## config.mk

```make
export PLATFORM = sky130hd
export DESIGN_NAME = m68k_bus_responder
export DESIGN_NICKNAME = d
export VERILOG_FILES = /design/src/rtl/m68k_bus_pkg.sv /design/src/rtl/sat_counter.sv /design/src/rtl/m68k_bus_responder.sv
export SDC_FILE = /design/constraint.sdc
export NUM_CORES = 1
export LEC_CHECK = 0
export BUFFER_PORTS_ARGS = -buffer_cell sky130_fd_sc_hd__buf_2
export CORE_MARGIN = 3
export CORE_UTILIZATION = 49
export CTS_CLUSTER_DIAMETER = 30
export CTS_CLUSTER_SIZE = 28
export DETAILED_ROUTE_END_ITERATION = 10
export PLACE_DENSITY = 0.86
export SLEW_MARGIN = 20
export SYNTH_ARGS = -nofsm -noshare
export SYNTH_HDL_FRONTEND = slang
export SYNTH_SLANG_ARGS = --single-unit
```

## constraint.sdc

```tcl
create_clock -name clk -period 2.7 [get_ports clk]
set_input_delay 0.27 -clock clk [delete_from_list [all_inputs] [get_ports clk]]
set_output_delay 0.27 -clock clk [all_outputs]
set_load 0.02 [all_outputs]
```

## src/rtl/m68k_bus_pkg.sv

```systemverilog
// rtl/m68k_bus_pkg.sv - shared state encoding and region decode for the fx68k bus responder
package m68k_bus_pkg;

  typedef enum logic [2:0] {
    IDLE,
    REQ,
    WAIT,
    HOLD,
    BERR
  } bus_state_t;

  localparam logic [1:0] REG_ROM  = 2'd0;
  localparam logic [1:0] REG_VRAM = 2'd1;
  localparam logic [1:0] REG_RAM  = 2'd2;

  // eab carries byte-address bits 23:1, so byte-address bits 17:15 live at eab[16:14]
  function automatic logic [1:0] decode_region(input logic [22:0] eab);
    logic [2:0] blk;
    blk = eab[16:14];
    if (blk < 3'd2) begin
      return REG_ROM;
    end else if (blk == 3'd2) begin
      return REG_VRAM;
    end else begin
      return REG_RAM;
    end
  endfunction

endpackage

```

## src/rtl/sat_counter.sv

```systemverilog
// rtl/sat_counter.sv - saturating up-counter with synchronous clear
module sat_counter #(
  parameter int W = 8
) (
  input  logic         clk,
  input  logic         reset,
  input  logic         clr,
  input  logic         en,
  output logic [W-1:0] count
);

  always_ff @(posedge clk or posedge reset) begin
    if (reset) begin
      count <= '0;
    end else if (clr) begin
      count <= '0;
    end else if (en && (count != {W{1'b1}})) begin
      count <= count + 1'b1;
    end
  end

endmodule

```

## src/rtl/m68k_bus_responder.sv

```systemverilog
// rtl/m68k_bus_responder.sv - fx68k bus slave: decodes CPU cycles into memory requests, drives DTACKn/BERRn
module m68k_bus_responder
  import m68k_bus_pkg::*;
#(
  parameter int C_WAIT         = 0,
  parameter int C_TIMEOUT_BITS = 8,
  parameter bit C_ROM_WRITABLE = 1'b0
) (
  input  logic        clk,
  input  logic        reset,
  input  logic        as_n,
  input  logic        uds_n,
  input  logic        lds_n,
  input  logic        rw,
  input  logic [22:0] addr,
  input  logic [15:0] cpu_dout,
  output logic [15:0] cpu_din,
  output logic        dtack_n,
  output logic        berr_n,
  output logic        mem_req,
  output logic        mem_we,
  output logic [1:0]  mem_sel,
  output logic [22:0] mem_addr,
  output logic [1:0]  mem_be,
  output logic [15:0] mem_wdata,
  input  logic [15:0] mem_rdata,
  input  logic        mem_ack
);

  localparam logic [3:0] WAIT_INIT = 4'(C_WAIT);
  // Timeout fires on the edge the watchdog reaches all-ones
  localparam logic [C_TIMEOUT_BITS-1:0] WD_LAST = {{(C_TIMEOUT_BITS-1){1'b1}}, 1'b0};

  bus_state_t state, state_d;

  logic        rw_q, rw_d;
  logic        abort_q, abort_d;
  logic [3:0]  wait_cnt, wait_d;
  logic [15:0] din_d;
  logic        dtack_d, berr_d, req_d, we_d;
  logic [1:0]  sel_d, be_d;
  logic [22:0] addr_d;
  logic [15:0] wdata_d;
  logic        strobe;
  logic        aborted;
  logic [1:0]  region;
  logic [C_TIMEOUT_BITS-1:0] wd_count;

  sat_counter #(
    .W (C_TIMEOUT_BITS)
  ) u_watchdog (
    .clk   (clk),
    .reset (reset),
    .clr   (state == IDLE),
    .en    (state == REQ),
    .count (wd_count)
  );

  always_ff @(posedge clk or posedge reset) begin
    if (reset) begin
      state     <= IDLE;
      rw_q      <= 1'b1;
      abort_q   <= 1'b0;
      wait_cnt  <= '0;
      cpu_din   <= '0;
      dtack_n   <= 1'b1;
      berr_n    <= 1'b1;
      mem_req   <= 1'b0;
      mem_we    <= 1'b0;
      mem_sel   <= REG_ROM;
      mem_addr  <= '0;
      mem_be    <= '0;
      mem_wdata <= '0;
    end else begin
      state     <= state_d;
      rw_q      <= rw_d;
      abort_q   <= abort_d;
      wait_cnt  <= wait_d;
      cpu_din   <= din_d;
      dtack_n   <= dtack_d;
      berr_n    <= berr_d;
      mem_req   <= req_d;
      mem_we    <= we_d;
      mem_sel   <= sel_d;
      mem_addr  <= addr_d;
      mem_be    <= be_d;
      mem_wdata <= wdata_d;
    end
  end

  always_comb begin
    state_d = state;
    rw_d    = rw_q;
    abort_d = abort_q;
    wait_d  = wait_cnt;
    din_d   = cpu_din;
    dtack_d = dtack_n;
    berr_d  = berr_n;
    req_d   = mem_req;
    we_d    = mem_we;
    sel_d   = mem_sel;
    addr_d  = mem_addr;
    be_d    = mem_be;
    wdata_d = mem_wdata;
    strobe  = ~uds_n | ~lds_n;
    aborted = abort_q | as_n;
    region  = decode_region(addr);

    case (state)
      IDLE: begin
        if (!as_n && strobe) begin
          addr_d  = addr;
          be_d    = {~uds_n, ~lds_n};
          rw_d    = rw;
          wdata_d = cpu_dout;
          sel_d   = region;
          abort_d = 1'b0;
          if (!rw && (region == REG_ROM) && !C_ROM_WRITABLE) begin
            wait_d  = WAIT_INIT;
            state_d = WAIT;
          end else begin
            req_d   = 1'b1;
            we_d    = ~rw;
            state_d = REQ;
          end
        end
      end

      REQ: begin
        abort_d = aborted;
        // An abandoned cycle still completes the memory handshake, then skips DTACK
        if (mem_ack) begin
          req_d = 1'b0;
          we_d  = 1'b0;
          if (aborted) begin
            state_d = IDLE;
          end else begin
            if (rw_q) begin
              din_d = mem_rdata;
            end
            wait_d  = WAIT_INIT;
            state_d = WAIT;
          end
        end else if (wd_count == WD_LAST) begin
          req_d = 1'b0;
          we_d  = 1'b0;
          if (aborted) begin
            state_d = IDLE;
          end else begin
            berr_d  = 1'b0;
            state_d = BERR;
          end
        end
      end

      WAIT: begin
        if (as_n) begin
          state_d = IDLE;
        end else if (wait_cnt == 4'd0) begin
          dtack_d = 1'b0;
          state_d = HOLD;
        end else begin
          wait_d = wait_cnt - 4'd1;
        end
      end

      HOLD: begin
        if (as_n || (uds_n && lds_n)) begin
          dtack_d = 1'b1;
          state_d = IDLE;
        end
      end

      BERR: begin
        if (as_n) begin
          berr_d  = 1'b1;
          state_d = IDLE;
        end
      end

      default: begin
        state_d = IDLE;
      end
    endcase
  end

endmodule

```

==> results of run 1 <==
-- stage by stage --
stage                     hold slack (ns)  std cells
after detailed placement            0.301        458
final                               0.155        475
after floorplan                     0.363        264
after CTS                           0.136        475
after global placement              0.290        458
after global routing                0.143        475
-- final cells by class --
class	instances	area [um2]	share of cell area
Inverter	7	27.5	0.00637
Clock inverter	5	80.1	0.0185
Tap cell	77	96.3	0.0223
Clock buffer	11	141	0.0327
Sequential cell	80	2010	0.464
Timing Repair Buffer	128	653	0.151
Multi-Input combinational cell	167	1320	0.305
-- Yosys cell counts, types with 2 or more instances --
cell type  instances  share of area
or3_1              4         0.0073
o41ai_1            2         0.0051
o31ai_1            2         0.0044
a21oi_1           15          0.022
o21ai_0           18          0.026
dfrtp_1           77           0.57
mux2_2            55           0.18
nand4_1            3         0.0055
inv_1              7         0.0077
xor2_1             3         0.0077
nand3_1            6         0.0088
nor2_2             2         0.0037
nor2_1            13          0.014
buf_6              2         0.0066
nand2_1           16          0.018
ha_1               3          0.011
nand2b_1           3         0.0055
dfstp_2            3          0.023
buf_2              7          0.010
nor3_1             3         0.0044
-- cell families (layout without fill, tap and decap cells) --
family          after synthesis  after routing
simple gates                 59             59
buf+inv                      17            151
flops                        80             80
mux                          56             56
fa+ha+maj                     3              3
xor+xnor                      4              4
compound gates               45             45
-- state kept, by name, summed over array words and instances (netlist names) --
name	count
rw_q	1
state	3
berr_n	1
mem_wdata	16
abort_q	1
u_watchdog.count	8
mem_sel	2
cpu_din	16
mem_req	1
dtack_n	1
mem_be	2
mem_we	1
wait_cnt	4
mem_addr	23
-- worst min path at each step --
stage	start	end	slack, ns	cells past startpoint
finish	addr[14]	mem_sel[0]	0.16	2
global route	mem_rdata[4]	cpu_din[4]	0.14	2
CTS	addr[1]	mem_addr[1]	0.14	2
detailed placement	reset	mem_addr[12]	0.30	2
global placement	reset	mem_wdata[2]	0.29	2
floorplan	addr[16]	mem_sel[0]	0.36	1
-- worst reg2reg max path, delay by kind of cell, from the launching register on --
kind,cells,cell delay (ns)
multiplexers,1,0.34
buffers and inverters,1,0.35
flip-flops,1,0.49
AND/OR/NAND/NOR,2,0.70
-- repair_timing --
item | CTS | global route
hold buffers | 1 | 0
gates resized for setup | 0 | 0
hold endpoints to repair | 23 | 0
-- power breakdown --
part	total, mW	internal (mW)	switching, mW
Combinational	2.32	0.974	1.35
Sequential	2.05	1.74	0.311
Clock	0.953	0.545	0.408
-- metal layers --
metal  vias up  track usage  share of wire
li1       1195            -              -
met1      1193        0.227           0.42
met2       110        0.307           0.49
met3        14       0.0406          0.066
met4         0        0.111          0.024
met5         -            0              0
==> results.md, run 1 <==
Global route:
- The overall track demand over capacity in global routing is 0.187.
- The number of antenna violations at the first check in global routing is 0.
- Entering global routing, the biggest net connects 36 pins.
- The remaining global-route overflow is 0.
- The via count of the first global-routing pass is 2,561.
- The global-route wire length before repair is 11,500 um.

STA:
- The actual transition at the worst max-transition pin is 0.488 ns.
- Setup violations remaining at the end of the flow were counted as 0.
- The final number of hold-violating endpoints is 0.
- Setup repair after global routing left no endpoint under its margin.
- The largest clock skew in the final design is 0.00700 ns.
- The final max-slew violation count is 0.
- The clock period minus final worst setup slack is 2.00 ns.
- The final worst slack is 0.701 ns.
- The normalized max-slew margin is 0.672.
- The maximum clock rate is 0.500 GHz.
- In the final timing run, aggregate negative setup slack is 0 ns.
- The share of the cycle needed by the critical path after routing is 0.740.

Power:
- For this design the ratio of total power to cell area is 1230 nW/um2.
- The post-route total power is 5.33 mW.
- The leakage power is 2.10 nW.
- The maximum ir drop on the vdd rail is 0.000645 V.

Final layout:
- The finished cells cover 4320 um2.
- The top cell types in the final layout, fill and taps aside, are buf_2, dfrtp_1, mux2_2.
- The ratio of cells with drive above 1 in the final layout is 0.533.
- The layout has 515 filler cells.
- Once layout is complete, the utilization of the core stands at 0.661.
- From synthesis to final layout, the design area changed by 26.8%.
- For this run, the post-layout net count is 458.
- The total inserted antenna cells is 0.
- Leaving out fill and tap cells, the most frequent cell in the layout is buf_2.

Synthesis:
- The synthesized-area fraction occupied by ao, oa, aoi and oai cells is 0.0870.
- The simple-gate share of the synthesized area is 0.0911.
- Synthesis instantiated 40 different standard cells from the library.
- The net count after synthesis is 329.
- Yosys printed 0 warnings.
- The most instantiated flip-flop cell in the synthesis netlist is dfrtp_1.
- In this run, synthesis produced a sequential element count of 80.
- The multiplexer area fraction after synthesis is 0.186.
- The area share of fa/ha/maj cells after synthesis is 0.0110.
- Of the synthesized area, sequential elements account for 0.589.
- In the synthesized netlist the async set-or-reset flop fraction comes to 1.00.
- The mean area per synthesized cell is 12.9 um2.
- The synthesized instance count is 264.
- After synthesis, the largest family of logic cells by area is multiplexers.
- Of the total synthesized cell area, the portion taken by XOR and XNOR cells is 0.0103.
- The cell area after technology mapping is 3410 um2.
- The number of flops mapped to enable cells by yosys is 0.

Floorplan:
- The area of the placeable core is 6530 um2.
- The top-level I/O count is 125.
- For this configuration, the core starts out at a cell density of 0.522.
- The number of rows created at floorplan is 29.
- In this run the horizontal extent of the chip is 89.4 um.
- The die covers 7990 um2.
- The die is 89.4 um tall.

Worst setup path:
- The required time at the worst-slack endpoint is 2.92 ns.
- Counting both buffers and inverters, the worst setup path holds a total of 1.
- The kind of start point of the critical path is a flop.
- On the critical path, the stage with the largest delay is an instance of dfrtp_1.
- Walking the worst path, the cells encountered are nor3_4 -> nand2_2 -> buf_4 -> mux2_2.
- Across all register-to-register paths, the minimum setup slack is 0.70 ns.
- The worst setup path is captured at a flop.
- The worst-case reg-to-reg path depth is 4.
- The kind of critical path is reg -> reg.
- In this run the critical register-to-register path is launched from state[0].
- The data arrival time of the critical path is 2.22 ns.
- For this run, the slowest stage of the critical path takes 0.49 ns.
- The destination of the worst register-to-register timing path is mem_addr[17].
- The kind of cell adding the most delay to the critical path is simple AND/OR/NAND/NOR gates.
- The launching element of the worst setup path is state[0].
- The highest fanout seen on the critical path is 35.
- The critical path ends at mem_addr[17].
- The number of cells on the critical path is 4.

Clocking:
- The number of CTS-inserted buffers is 9.
- After clock tree synthesis, the clock-pin slew on the worst setup and hold paths is 0.08 ns.
- The H-tree depth is 3.
- The clock sink count is 80.
- The longest clock path from root to sink contains 2 buffers.
- The clock latency on the worst-skew pair is 0.34 ns.
- The tree is rooted in a clkbuf_8.
- TritonCTS built the clock tree.
- The number of setup buffers added after CTS is 0.

Placed design:
- Buffers placed on the I/O ports in this run total 124.
- The pre-CTS setup slack is 0.695 ns.
- The placer congestion estimate is 0.938.
- The final HPWL from detailed placement is 5440 um.
- The placed instances occupy a cell area of 4090 um2.

Detailed routing:
- For this run, the detailed router's first-pass iteration total came to 4.
- The vias after detailed routing is 2,512.
- The mean routed wirelength per cell is 15.0 um.
- The DRC violation count after routing is 0.
- After detailed routing, the number of vias per cell comes to 5.29.
- The final layout contains routed wiring with a total length of 7110 um.
- The antenna violation net count after detailed routing is 0.
- The violation count after the first detailed-route iteration is 134.

Run:
- The number of maximum-capacitance violations is 0.

Outcome:
- The flow ran to the end, and the final reports show no timing, DRC or antenna violations.

Hold path:
- In this run the worst hold path is classified as in -> reg.
(Power assumes the default switching activity.)
==> inputs of run 2 (changes only) <==
clock period = 2 ns   (was 2.7 ns; I/O delays follow)
==> run 2 against run 1 <==
  * Design area is 0.98% higher
  * Global-route usage barely moved
  * Count of clock-buffer cells in the layout unchanged
  * First-iteration DRC count fell by 35%
  * Clock power grew 22%
  * Fmax is 7.0% higher
  * Critical path depth unchanged
  * Setup slack lost 0.57 ns
  * Utilization up 0.65 points
  * Non-clock buffer count rose by 4
  * Wire length up 2.1%
  * Sequential share of layout area down 0.40 points
  * Largest power group unchanged
==> results.md, run 2 (synthesized netlist as in run 1, its figures left out) <==
Clocking:
- TritonCTS built the clock tree.
- At the later pin of the worst-skew pair, clock insertion delay measures 0.34 ns.
- Buffers inserted during clock tree synthesis total 9.
- Clock tree synthesis found a total of 80 sinks.
- The maximum buffer depth of the clock tree is 2.
- The H-tree depth is 3.
- Once the clock tree was built, the setup fixing pass inserted 0 buffers.
- Clock-pin slew was measured on the worst setup and hold paths at 0.08 ns.
- The clock tree root buffer cell is clkbuf_8.

Final layout:
- The library cells used most frequently in the layout, excluding fill and tap cells, are buf_2, dfrtp_1, mux2_2.
- Summing all multi-input logic gate instances after layout gives 1340 um2.
- The number of nets in the layout is 462.
- Of the cells placed in the final design, the portion with a size suffix greater than 1 is 0.547.
- The area added between synthesis and finish is 28.1%.
- The combined flip-flop and latch cell area is 2010 um2.
- The fill cell total of the finished layout is 516.
- The number of flip-flops under the largest register name is 23.
- The finished cells cover 4360 um2.
- The total inserted antenna cells is 0.
- Ranked by flip-flop count, first place goes to mem_addr.
- The largest registers in the layout are mem_addr (23), cpu_din (16), mem_wdata (16).
- The most common cell after layout, fill and taps aside is buf_2.

Floorplan:
- The die is 89.4 um tall.
- From left edge to right edge, the die measures 89.4 um.
- The number of rows created at floorplan is 29.
- The initial core utilization is 0.522.
- The die area is 7990 um2.
- The area of the placeable core is 6530 um2.
- The top-level I/O count is 125.

STA:
- The largest clock skew in the final design is 0.0112 ns.
- The final max-slew violation count is 0.
- The setup violation total in the final timing report is 0.
- The final number of hold-violating endpoints is 0.
- The share of the cycle needed by the critical path after routing is 0.934.
- The clock period minus final worst setup slack is 1.87 ns.
- For the pin with the worst max-slew slack, the measured transition is 0.517 ns.
- The final worst slack is 0.132 ns.
- Headroom to the max-slew limit came out at 0.652.
- The maximum clock rate is 0.535 GHz.

Run:
- The number of maximum-capacitance violations is 0.

Power:
- Power spread over the standard cell area amounts to 1650 nW/um2.
- In this run the static leakage power is 2.12 nW.
- IR analysis of the VDD net gives a maximum drop of 0.000768 V.

Global route:
- The number of antenna violations at the first check in global routing was 0.
- The global-route wire length before repair is 11,700 um.
- The via count of the first global-routing pass is 2,674.
- The overall track demand over capacity in global routing is 0.187.
- The maximum number of pins on one net before global-route repair is 81.
- Summed over all layers, the global routing overflow is 0.

Placed design:
- The pre-CTS setup slack is 0.109 ns.
- After legalization and detailed placement, the total HPWL measured 5460 um.
- The post-placement cell area is 4130 um2.
- The placer congestion estimate is 0.891.
- The count of buffers added on input and output ports is 124.

Worst setup path:
- By startpoint and endpoint, the worst setup path is classified as reg -> reg.
- The endpoint class of the critical path is a flop.
- The highest fanout seen on the critical path is 9.
- STA puts the critical path data arrival time at 2.09 ns.
- The cell family contributing the most delay on the critical path is simple AND/OR/NAND/NOR gates.
- At the worst endpoint, the required time is 2.22 ns.
- The worst setup path is launched from a flop.
- Counting both buffers and inverters, the worst setup path holds a total of 0.
- The slowest library cell on the worst path is dfrtp_2.
- The delay of the slowest cell on the worst path is 0.50 ns.
- Walking the worst path, the cells encountered are or3b_4 -> o32ai_4 -> nor2_2 -> mux2_4.

Detailed routing:
- The pre-antenna-repair detailed-routing pass consisted of 4 iterations.
- In the routed layout, each cell is associated on average with a via count of 5.39.
- The vias after detailed routing is 2,581.
- For this block, the routed nets add up to 7260 um of wire.
- The count of nets left with antenna violations once routing finished came out at 0.
- The mean routed wirelength per cell is 15.2 um.
- For this run, design rule violations remaining after detail routing come to 0.
- The violation count after the first detailed-route iteration is 87.

Outcome:
- The flow ran to the end, and the final reports show no timing, DRC or antenna violations.

Hold path:
- In this run the worst hold path is classified as in -> reg.
-- run 2: power breakdown --
| group | switching (mW) | internal, mW | leakage [nW] |
|---|---|---|---|
| Clock | 0.547 | 0.609 | 0.0993 |
| Sequential | 0.449 | 2.35 | 0.979 |
| Combinational | 1.83 | 1.39 | 1.04 |
| Total | 2.83 | 4.35 | 2.12 |
-- run 2: repair_timing --
item,in CTS,in global routing
resized for setup,0,5
endpoints found under the setup margin,0,4
hold buffers,1,0
endpoints found under the hold margin,77,0
-- run 2: cell type report --
type,count,area share
Clock buffer,11,0.0324
Clock inverter,5,0.0129
Inverter,7,0.00688
Multi-Input combinational cell,167,0.306
Sequential cell,80,0.460
Tap cell,77,0.0221
Timing Repair Buffer,132,0.159
-- run 2: per-stage QoR --
| stage | util | setup TNS (ns) | hold WS [ns] | total power [mW] | cells |
|---|---|---|---|---|---|
| floorplan | - | 0 | 0.293 | 4.94 | 264 |
| global placement | 0.633 | 0 | 0.351 | 5.87 | 462 |
| detailed placement | 0.633 | 0 | 0.354 | 6.03 | 462 |
| CTS | 0.665 | 0 | 0.0733 | 7.21 | 479 |
| global route | 0.668 | -0.00246 | 0.0805 | 7.70 | 479 |
| finish | 0.668 | 0 | 0.0934 | 7.18 | 479 |
-- run 2: worst paths after layout --
check / start / end / slack, ns / cells past startpoint
worst max-delay path: state[1] / state[1] / 0.13 / 4
worst min-delay path: mem_rdata[8] / cpu_din[8] / 0.09 / 2
worst max register to register: state[1] / state[1] / 0.13 / 4
worst min register to register: mem_be[0] / mem_be[0] / 0.49 / 2
max in group asynchronous: reset / rw_q / 1.13 / 4
min in group asynchronous: reset / mem_wdata[10] / 0.53 / 4
-- run 2: per-layer routing --
layer | wire length, um | global-route usage | share of wire
met1 | 2930 | 0.213 | 0.40
met4 | 177 | 0.0961 | 0.024
met3 | 619 | 0.0498 | 0.085
met2 | 3540 | 0.323 | 0.49
met5 | 0 | 0 | 0
